File: src/rtl/vga_pkg.sv
// Shared VGA raster constants, framebuffer geometry and the sideband bundle for the scanout path.
// Pure definitions; no latency or backpressure of its own.
package vga_pkg;

   localparam int H_VIS   = 640;
   localparam int H_FP    = 16;
   localparam int H_SYNC  = 96;
   localparam int H_BP    = 48;
   localparam int H_TOTAL = H_VIS + H_FP + H_SYNC + H_BP;

   localparam int V_VIS   = 480;
   localparam int V_FP    = 10;
   localparam int V_SYNC  = 2;
   localparam int V_BP    = 33;
   localparam int V_TOTAL = V_VIS + V_FP + V_SYNC + V_BP;

   localparam int H_SYNC_START = H_VIS + H_FP;
   localparam int H_SYNC_END   = H_SYNC_START + H_SYNC;
   localparam int V_SYNC_START = V_VIS + V_FP;
   localparam int V_SYNC_END   = V_SYNC_START + V_SYNC;

   localparam int SCALE_SHIFT = 2;
   localparam int FB_W        = 160;
   localparam int FB_H        = 120;
   localparam int ADDR_W      = 15;
   localparam int CNT_W       = 10;

   localparam logic [2:0] BLACK = 3'b000;
   localparam logic [2:0] RED   = 3'b100;

   typedef struct packed {
      logic hs;
      logic vs;
      logic vis;
      logic vblank;
      logic fs;
   } sideband_t;

   localparam sideband_t SB_IDLE = '{hs: 1'b1, vs: 1'b1, vis: 1'b0, vblank: 1'b0, fs: 1'b0};

endpackage

File: src/rtl/vga_timing.sv
// Raster counters plus combinational sync/visible/vblank/frame-start flags (stage 0, no added latency).
// Free-running; no backpressure.
module vga_timing import vga_pkg::*; #(
   parameter int H_VIS_P  = H_VIS,
   parameter int H_FP_P   = H_FP,
   parameter int H_SYNC_P = H_SYNC,
   parameter int H_BP_P   = H_BP,
   parameter int V_VIS_P  = V_VIS,
   parameter int V_FP_P   = V_FP,
   parameter int V_SYNC_P = V_SYNC,
   parameter int V_BP_P   = V_BP
) (
   input  logic             clk,
   input  logic             rst,
   output logic [CNT_W-1:0] hcount_o,
   output logic [CNT_W-1:0] vcount_o,
   output sideband_t        sb_o
);

   localparam int HT    = H_VIS_P + H_FP_P + H_SYNC_P + H_BP_P;
   localparam int VT    = V_VIS_P + V_FP_P + V_SYNC_P + V_BP_P;
   localparam int HS_LO = H_VIS_P + H_FP_P;
   localparam int HS_HI = HS_LO + H_SYNC_P;
   localparam int VS_LO = V_VIS_P + V_FP_P;
   localparam int VS_HI = VS_LO + V_SYNC_P;

   logic [CNT_W-1:0] h_q, h_d, v_q, v_d;

   always_comb begin
      h_d = h_q + 1'b1;
      v_d = v_q;
      if (h_q == CNT_W'(HT - 1)) begin
         h_d = '0;
         v_d = (v_q == CNT_W'(VT - 1)) ? '0 : v_q + 1'b1;
      end
   end

   always_ff @(posedge clk or negedge rst) begin
      if (!rst) begin
         h_q <= '0;
         v_q <= '0;
      end else begin
         h_q <= h_d;
         v_q <= v_d;
      end
   end

   always_comb begin
      sb_o        = SB_IDLE;
      sb_o.hs     = !(h_q >= CNT_W'(HS_LO) && h_q < CNT_W'(HS_HI));
      sb_o.vs     = !(v_q >= CNT_W'(VS_LO) && v_q < CNT_W'(VS_HI));
      sb_o.vis    = (h_q < CNT_W'(H_VIS_P)) && (v_q < CNT_W'(V_VIS_P));
      sb_o.vblank = (v_q >= CNT_W'(V_VIS_P));
      sb_o.fs     = (h_q == '0) && (v_q == '0);
   end

   assign hcount_o = h_q;
   assign vcount_o = v_q;

endmodule

File: src/rtl/vga_fb_scanout.sv
// Framebuffer scanout: 4x4-upscaled 160x120x3 buffer to 640x480@60 VGA pins, 3 clk counter-to-pin.
// Reads the RAM every clk with no handshake; nothing can stall the raster.
module vga_fb_scanout import vga_pkg::*; #(
   parameter int H_VIS_P  = H_VIS,
   parameter int H_FP_P   = H_FP,
   parameter int H_SYNC_P = H_SYNC,
   parameter int H_BP_P   = H_BP,
   parameter int V_VIS_P  = V_VIS,
   parameter int V_FP_P   = V_FP,
   parameter int V_SYNC_P = V_SYNC,
   parameter int V_BP_P   = V_BP
) (
   input  logic              clk,
   input  logic              rst,
   output logic [ADDR_W-1:0] fb_addr,
   input  logic [2:0]        fb_q,
   output logic [7:0]        vga_r,
   output logic [7:0]        vga_g,
   output logic [7:0]        vga_b,
   output logic              vga_hs,
   output logic              vga_vs,
   output logic              vga_blank_n,
   output logic              vga_sync_n,
   output logic              vblank,
   output logic              frame_start
);

   logic [CNT_W-1:0]  hcount, vcount;
   sideband_t         sb0, sb1_q, sb2_q, sb3_q;
   logic [ADDR_W-1:0] fy, fx, addr_d, addr_q;
   logic [2:0]        rgb_d, rgb_q;

   vga_timing #(
      .H_VIS_P (H_VIS_P),  .H_FP_P (H_FP_P),  .H_SYNC_P (H_SYNC_P),  .H_BP_P (H_BP_P),
      .V_VIS_P (V_VIS_P),  .V_FP_P (V_FP_P),  .V_SYNC_P (V_SYNC_P),  .V_BP_P (V_BP_P)
   ) u_timing (
      .clk      (clk),
      .rst      (rst),
      .hcount_o (hcount),
      .vcount_o (vcount),
      .sb_o     (sb0)
   );

   // y*160 built from shifts; blanking parks the address at 0 so it never leaves the buffer.
   always_comb begin
      fy     = ADDR_W'(vcount >> SCALE_SHIFT);
      fx     = ADDR_W'(hcount >> SCALE_SHIFT);
      addr_d = sb0.vis ? (fy << 7) + (fy << 5) + fx : '0;
      rgb_d  = sb2_q.vis ? fb_q : BLACK;
   end

   always_ff @(posedge clk or negedge rst) begin
      if (!rst) begin
         addr_q <= '0;
         sb1_q  <= SB_IDLE;
         sb2_q  <= SB_IDLE;
         sb3_q  <= SB_IDLE;
         rgb_q  <= BLACK;
      end else begin
         addr_q <= addr_d;
         sb1_q  <= sb0;
         sb2_q  <= sb1_q;
         sb3_q  <= sb2_q;
         rgb_q  <= rgb_d;
      end
   end

   assign fb_addr     = addr_q;
   assign vga_r       = {8{rgb_q[2]}};
   assign vga_g       = {8{rgb_q[1]}};
   assign vga_b       = {8{rgb_q[0]}};
   assign vga_hs      = sb3_q.hs;
   assign vga_vs      = sb3_q.vs;
   assign vga_blank_n = sb3_q.vis;
   assign vga_sync_n  = 1'b0;
   assign vblank      = sb3_q.vblank;
   assign frame_start = sb3_q.fs;

endmodule

File: config.mk
export PLATFORM = sky130hd
export DESIGN_NAME = vga_fb_scanout
export DESIGN_NICKNAME = d
export VERILOG_FILES = /design/src/rtl/vga_pkg.sv /design/src/rtl/vga_timing.sv /design/src/rtl/vga_fb_scanout.sv
export SDC_FILE = /design/constraint.sdc
export NUM_CORES = 1
export LEC_CHECK = 0
export CORE_UTILIZATION = 60
export CTS_CLUSTER_SIZE = 28
export DETAILED_ROUTE_END_ITERATION = 10
export DONT_BUFFER_PORTS = 1
export GPL_TIMING_DRIVEN = 0
export HOLD_SLACK_MARGIN = 0.06
export PLACE_DENSITY_LB_ADDON = 0.3
export REMOVE_ABC_BUFFERS = 1
export SLEW_MARGIN = 20
export SYNTH_ARGS = -nofsm -noshare
export SYNTH_HDL_FRONTEND = slang
export SYNTH_SLANG_ARGS = --single-unit
File: constraint.sdc
create_clock -name clk -period 4.99 [get_ports clk]
set_input_delay 1.2475 -clock clk [delete_from_list [all_inputs] [get_ports clk]]
set_output_delay 1.2475 -clock clk [all_outputs]
set_load 0.05 [all_outputs]
**Word level (Yosys, flattened, before mapping)**

Index checks and enable logic that the tools add are counted.

- Memories kept: 0
- Input port bits: 5
- Output and inout bits: 45
- Memory bits (writable): 0
- Bits in read-only memories: 0
- Latch bits: 0
- Register bits: 53

- Reductions and logical operators: 8
- Add/subtract/negate cells: 4
- Shifts and indexed selects: 0
- Bitwise gates (word level): 0
- Mux-type cells: 4
- Order comparisons: 7
- Equal/unequal tests: 2
- Divide/modulo/power cells: 0
- Multipliers: 0

Operator list:

| cell | number |
|---|---|
| $add A10 B1 Y10 const B | 2 |
| $eq A10 B10 Y1 const B | 2 |
| $ge A10 B9 Y1 const B | 2 |
| $logic_not A10 Y1 | 2 |
| $lt A10 B10 Y1 const B | 2 |
| $lt A10 B9 Y1 const B | 2 |
| $mux W10 | 2 |
| $add A15 B13 Y15 | 1 |
| $add A15 B8 Y15 | 1 |
| $mux W15 | 1 |
| $ge A10 B10 Y1 const B | 1 |
| $logic_and A1 B1 Y1 | 4 |
| $mux W3 | 1 |
| $logic_not A1 Y1 | 2 |

**Logic depth before layout (Yosys ltp)**

- Depth in word-level cells: 3
- Gate-level depth with buffers: 9
- Depth with buffers taken out: 8

**By module**

From an unflattened synthesis, not the netlist that was laid out.

- Cells, all modules: 253
- Area total of the unflattened synthesis: 2747.6 µm²

By module, submodules not included:

| module | cells an instance | area each (µm²) | seq. area each (µm²) | instances |
|---|---|---|---|---|
| vga_fb_scanout | 138 | 1634.1 | 833.3 | 1 |
| vga_timing | 115 | 1113.6 | 500.5 | 1 |

**Worst setup path after synthesis**

No wires, ideal clock.

- Kind: register -> output
- Start: register rgb_q[0]
- End: output port vga_b[1]
- Cell stages (with the launch flop): 2
- Setup slack: 2747 ps
- Buffers on the path: 1
- Data arrival time: 996 ps
- Cells stage by stage: dfrtp_1 > buf_4

RTL lines:

| item | RTL line | text |
|---|---|---|
| start, declared | vga_fb_scanout.sv:31 | `logic [2:0] rgb_d, rgb_q;` |
| start signal, assigned | vga_fb_scanout.sv:64 | `rgb_q <= rgb_d;` |
| end, declared | vga_fb_scanout.sv:19 | `output logic [7:0] vga_b,` |

No word-level cell between the ends.

**Worst setup path in the final report**

- Start: register rgb_q[2]
- End: output port vga_r[6]

RTL lines:

| item | RTL line | text |
|---|---|---|
| end, declared | vga_fb_scanout.sv:17 | `output logic [7:0] vga_r,` |

No word-level cell between the ends.

==> metrics.csv <==
metric;value;unit
Num CTS Buffers;5;
Synth Area in Simple Gates;0.165;
GRT Util Overall;0.220;
Period minus WS final;2.75;ns
GR Overflow Total;0;
Worst Hold Depth;0;
power per cell area;289;nW/um^2
register bit total from synthesis;53;
die area;4700;um^2
Post-Synth Adder-Cell Area;0.105;
Synth async-reset ratio;1.00;
Placeable Area;4120;um^2
Synth top area share;0.443;
routed wire length;4490;um
Gate power share;0.004;
drt first-iter violations;68;
global-route wire length before repair;7470;um
worst-case hold slack;0.352;ns
Final setup viols;0;
worst flop-to-flop path startpoint;u_timing.vcount_o[4];
final net count;243;
Compound-Gate Fraction of Synth Area;0.0800;
R2R depth;8;
EDFF count, synth;0;
worst reg2reg setup slack;2.52;ns
status;completed;
sequential share of power;0.618;
CP Capture Type;primary output;
DRT antenna net count;0;
clock slew at reported path FFs;0.09;ns
Worst setup SP type;flip-flop;
XOR/XNOR Fraction of Synth Area;0.0395;
Clock Path Buffers;2;
largest family of logic cells by synthesized area;simple AND/OR/NAND/NOR gates;
Hold Path Sink;sb2_q[2];
area leader, netlist;dfrtp_1;
Required @ worst endpoint;3.74;ns
final setup TNS;0;ns
most frequently used flop master after synthesis;dfrtp_1;
proportion of power drawn by the clock network;0.378;
Max Cap Viol;0;
largest net degree at the start of global routing;54;
fin cells;268;
r2r endpoint;fb_addr[14];
max-slew violation count;0;
yosys warns;0;
final worst slack;2.24;ns
sw power;179;uW
Slew @ Worst Pin;1.12;ns
initial antenna violation count;0;
Starting Density;0.646;
critical path class;flip-flop to primary output;
synthesized instance count;237;
crit path DAT;1.50;ns
Worst Hold Launch;sb1_q[2];
average via count per standard cell;6.07;
cts repair resizes;0;
Worst slew margin;0.258;
gp weighted congestion;0.818;
overall power;761;uW
Net Sw Frac;0.236;
multiplexer share of the synthesized area;0.00753;
HP Class;flip-flop to flip-flop;
Leakage Power;0.00127;uW
top post-synthesis cells by area;dfrtp_1 44%, ha_1 8.9%, buf_4 6.2%, dfstp_2 5.9%, xnor2_1 3.0%;
via count;1626;
RSZ-0062 raised after global routing;false;
sequential element share of the synthesized area;0.502;
Core Rows;23;
worst-path fanout max;8;
die height;68.6;um
period utilisation layout;0.552;
skew final;0.00890;ns
DP Wirelength;3100;um
vias in the first global route;1623;
# DRC;0;
DR pass1 iterations;4;
clock root buffer;clkbuf_8;
Placed Cells;260;
final hold vios;0;
worst-case vdd ir drop;0.000115;V
# diodes;0;
Post-Syn Area;2660;um^2
ratio of cells with drive above 1 in the final layout;0.0963;
# port buffers;0;
clk sinks;53;
wire per inst;16.8;um
clk_lat worst skew;0.31;ns
H-tree Lvls;2;
Boundary Pins;50;
setup bufs post-CTS;0;
Max Fclk;0.363;GHz
Int Pwr;582;uW
CTS tree;done;
Mapped Avg Cell Area;11.2;um^2
CTS Hold Bufs;0;
Die Wd;68.6;um
Distinct cells, synth;42;
Syn-to-layout area delta;-0.847;%
pre-CTS WS;2.57;ns
==> stage by stage <==
stage | util | cell area, um^2
floorplan | - | 2450
global placement | 0.610 | 2510
detailed placement | 0.613 | 2520
CTS | 0.640 | 2640
global route | 0.640 | 2640
finish | 0.640 | 2640
==> kinds of logic (layout without fill, tap and decap cells) <==
family / after synthesis / count (layout)
and+or+nand+nor: 76 / 76
DFF: 53 / 53
buffers and inverters: 42 / 23
AOI/OAI and AO/OA: 30 / 30
adders and majority gates: 21 / 21
xor gates and xnor gates: 12 / 12
muxes: 2 / 2
other: 1 / 1
==> routing by layer <==
layer  vias up  track usage  wire, um
li1        751            -         -
met1       806        0.266      1920
met2        63        0.379      2310
met3         6       0.0526       219
met4         0       0.0807        41
met5         -            0         0
==> synthesized netlist by cell type, types with 2 or more instances <==
cell,instances
buf_6,3
inv_1,14
a211oi_1,2
dfrtp_1,47
nand4_1,7
fa_1,2
o21ai_1,5
o21ai_0,5
nor4_1,3
nor2_1,16
dfstp_2,6
or3_1,2
and3_1,8
nor3_1,2
o2111ai_1,2
nand3_1,13
a22o_1,2
and2_1,12
buf_2,2
mux2i_1,2
o21a_1,4
nor2b_1,5
o31a_1,3
xor2_1,3
buf_4,22
xnor2_1,9
nand2_1,3
ha_1,19
==> power by group through the flow <==
stage	Sequential, uW	Clock (uW)	Combinational [uW]
6_report	470	288	2.74
5_1_grt	472	313	2.89
4_1_cts	470	293	2.80
3_5_place_dp	479	0	2.77
3_3_place_gp	478	0	2.52
2_1_floorplan	477	0	2.44
==> how the worst max path moves through the flow <==
stage | start | end | slack [ns] | cells after the start
after global placement | rgb_q[2] | vga_r[6] | 1.02 | 0
final | rgb_q[2] | vga_r[6] | 2.24 | 0
after global routing | rgb_q[1] | vga_g[5] | 2.18 | 0
after detailed placement | rgb_q[2] | vga_r[6] | 2.57 | 0
after CTS | rgb_q[2] | vga_r[6] | 2.23 | 0
after floorplan | rgb_q[0] | vga_b[0] | 1.07 | 0
==> cell usage in the layout, fill, tap and decap left out, drive strengths merged, types with 4 or more instances in the layout <==
| cell | n |
|---|---|
| dfrtp | 47 |
| ha | 19 |
| nor2 | 16 |
| inv | 15 |
| nand3 | 13 |
| and2 | 12 |
| o21ai | 11 |
| xnor2 | 9 |
| and3 | 8 |
| nand4 | 7 |
| dfstp | 6 |
| nor2b | 5 |
| clkbuf | 5 |
| o21a | 4 |
==> registers in the layout (all words and copies together), names as in the netlist <==
register and cells:
sb2_q 5, fb_addr 15, frame_start 1, vblank 1
rgb_q 3, vga_vs 1, sb1_q 5, u_timing.hcount_o 10
vga_blank_n 1, u_timing.vcount_o 10, vga_hs 1
==> final cells by class <==
cell class,instances,area [um^2]
Multi-Input combinational cell,142,1060
Sequential cell,53,1350
Fill cell,323,1480
Inverter,15,57.6
Clock inverter,3,43.8
Clock buffer,5,68.8
Tap cell,50,62.6
(Power assumes the default switching activity.)
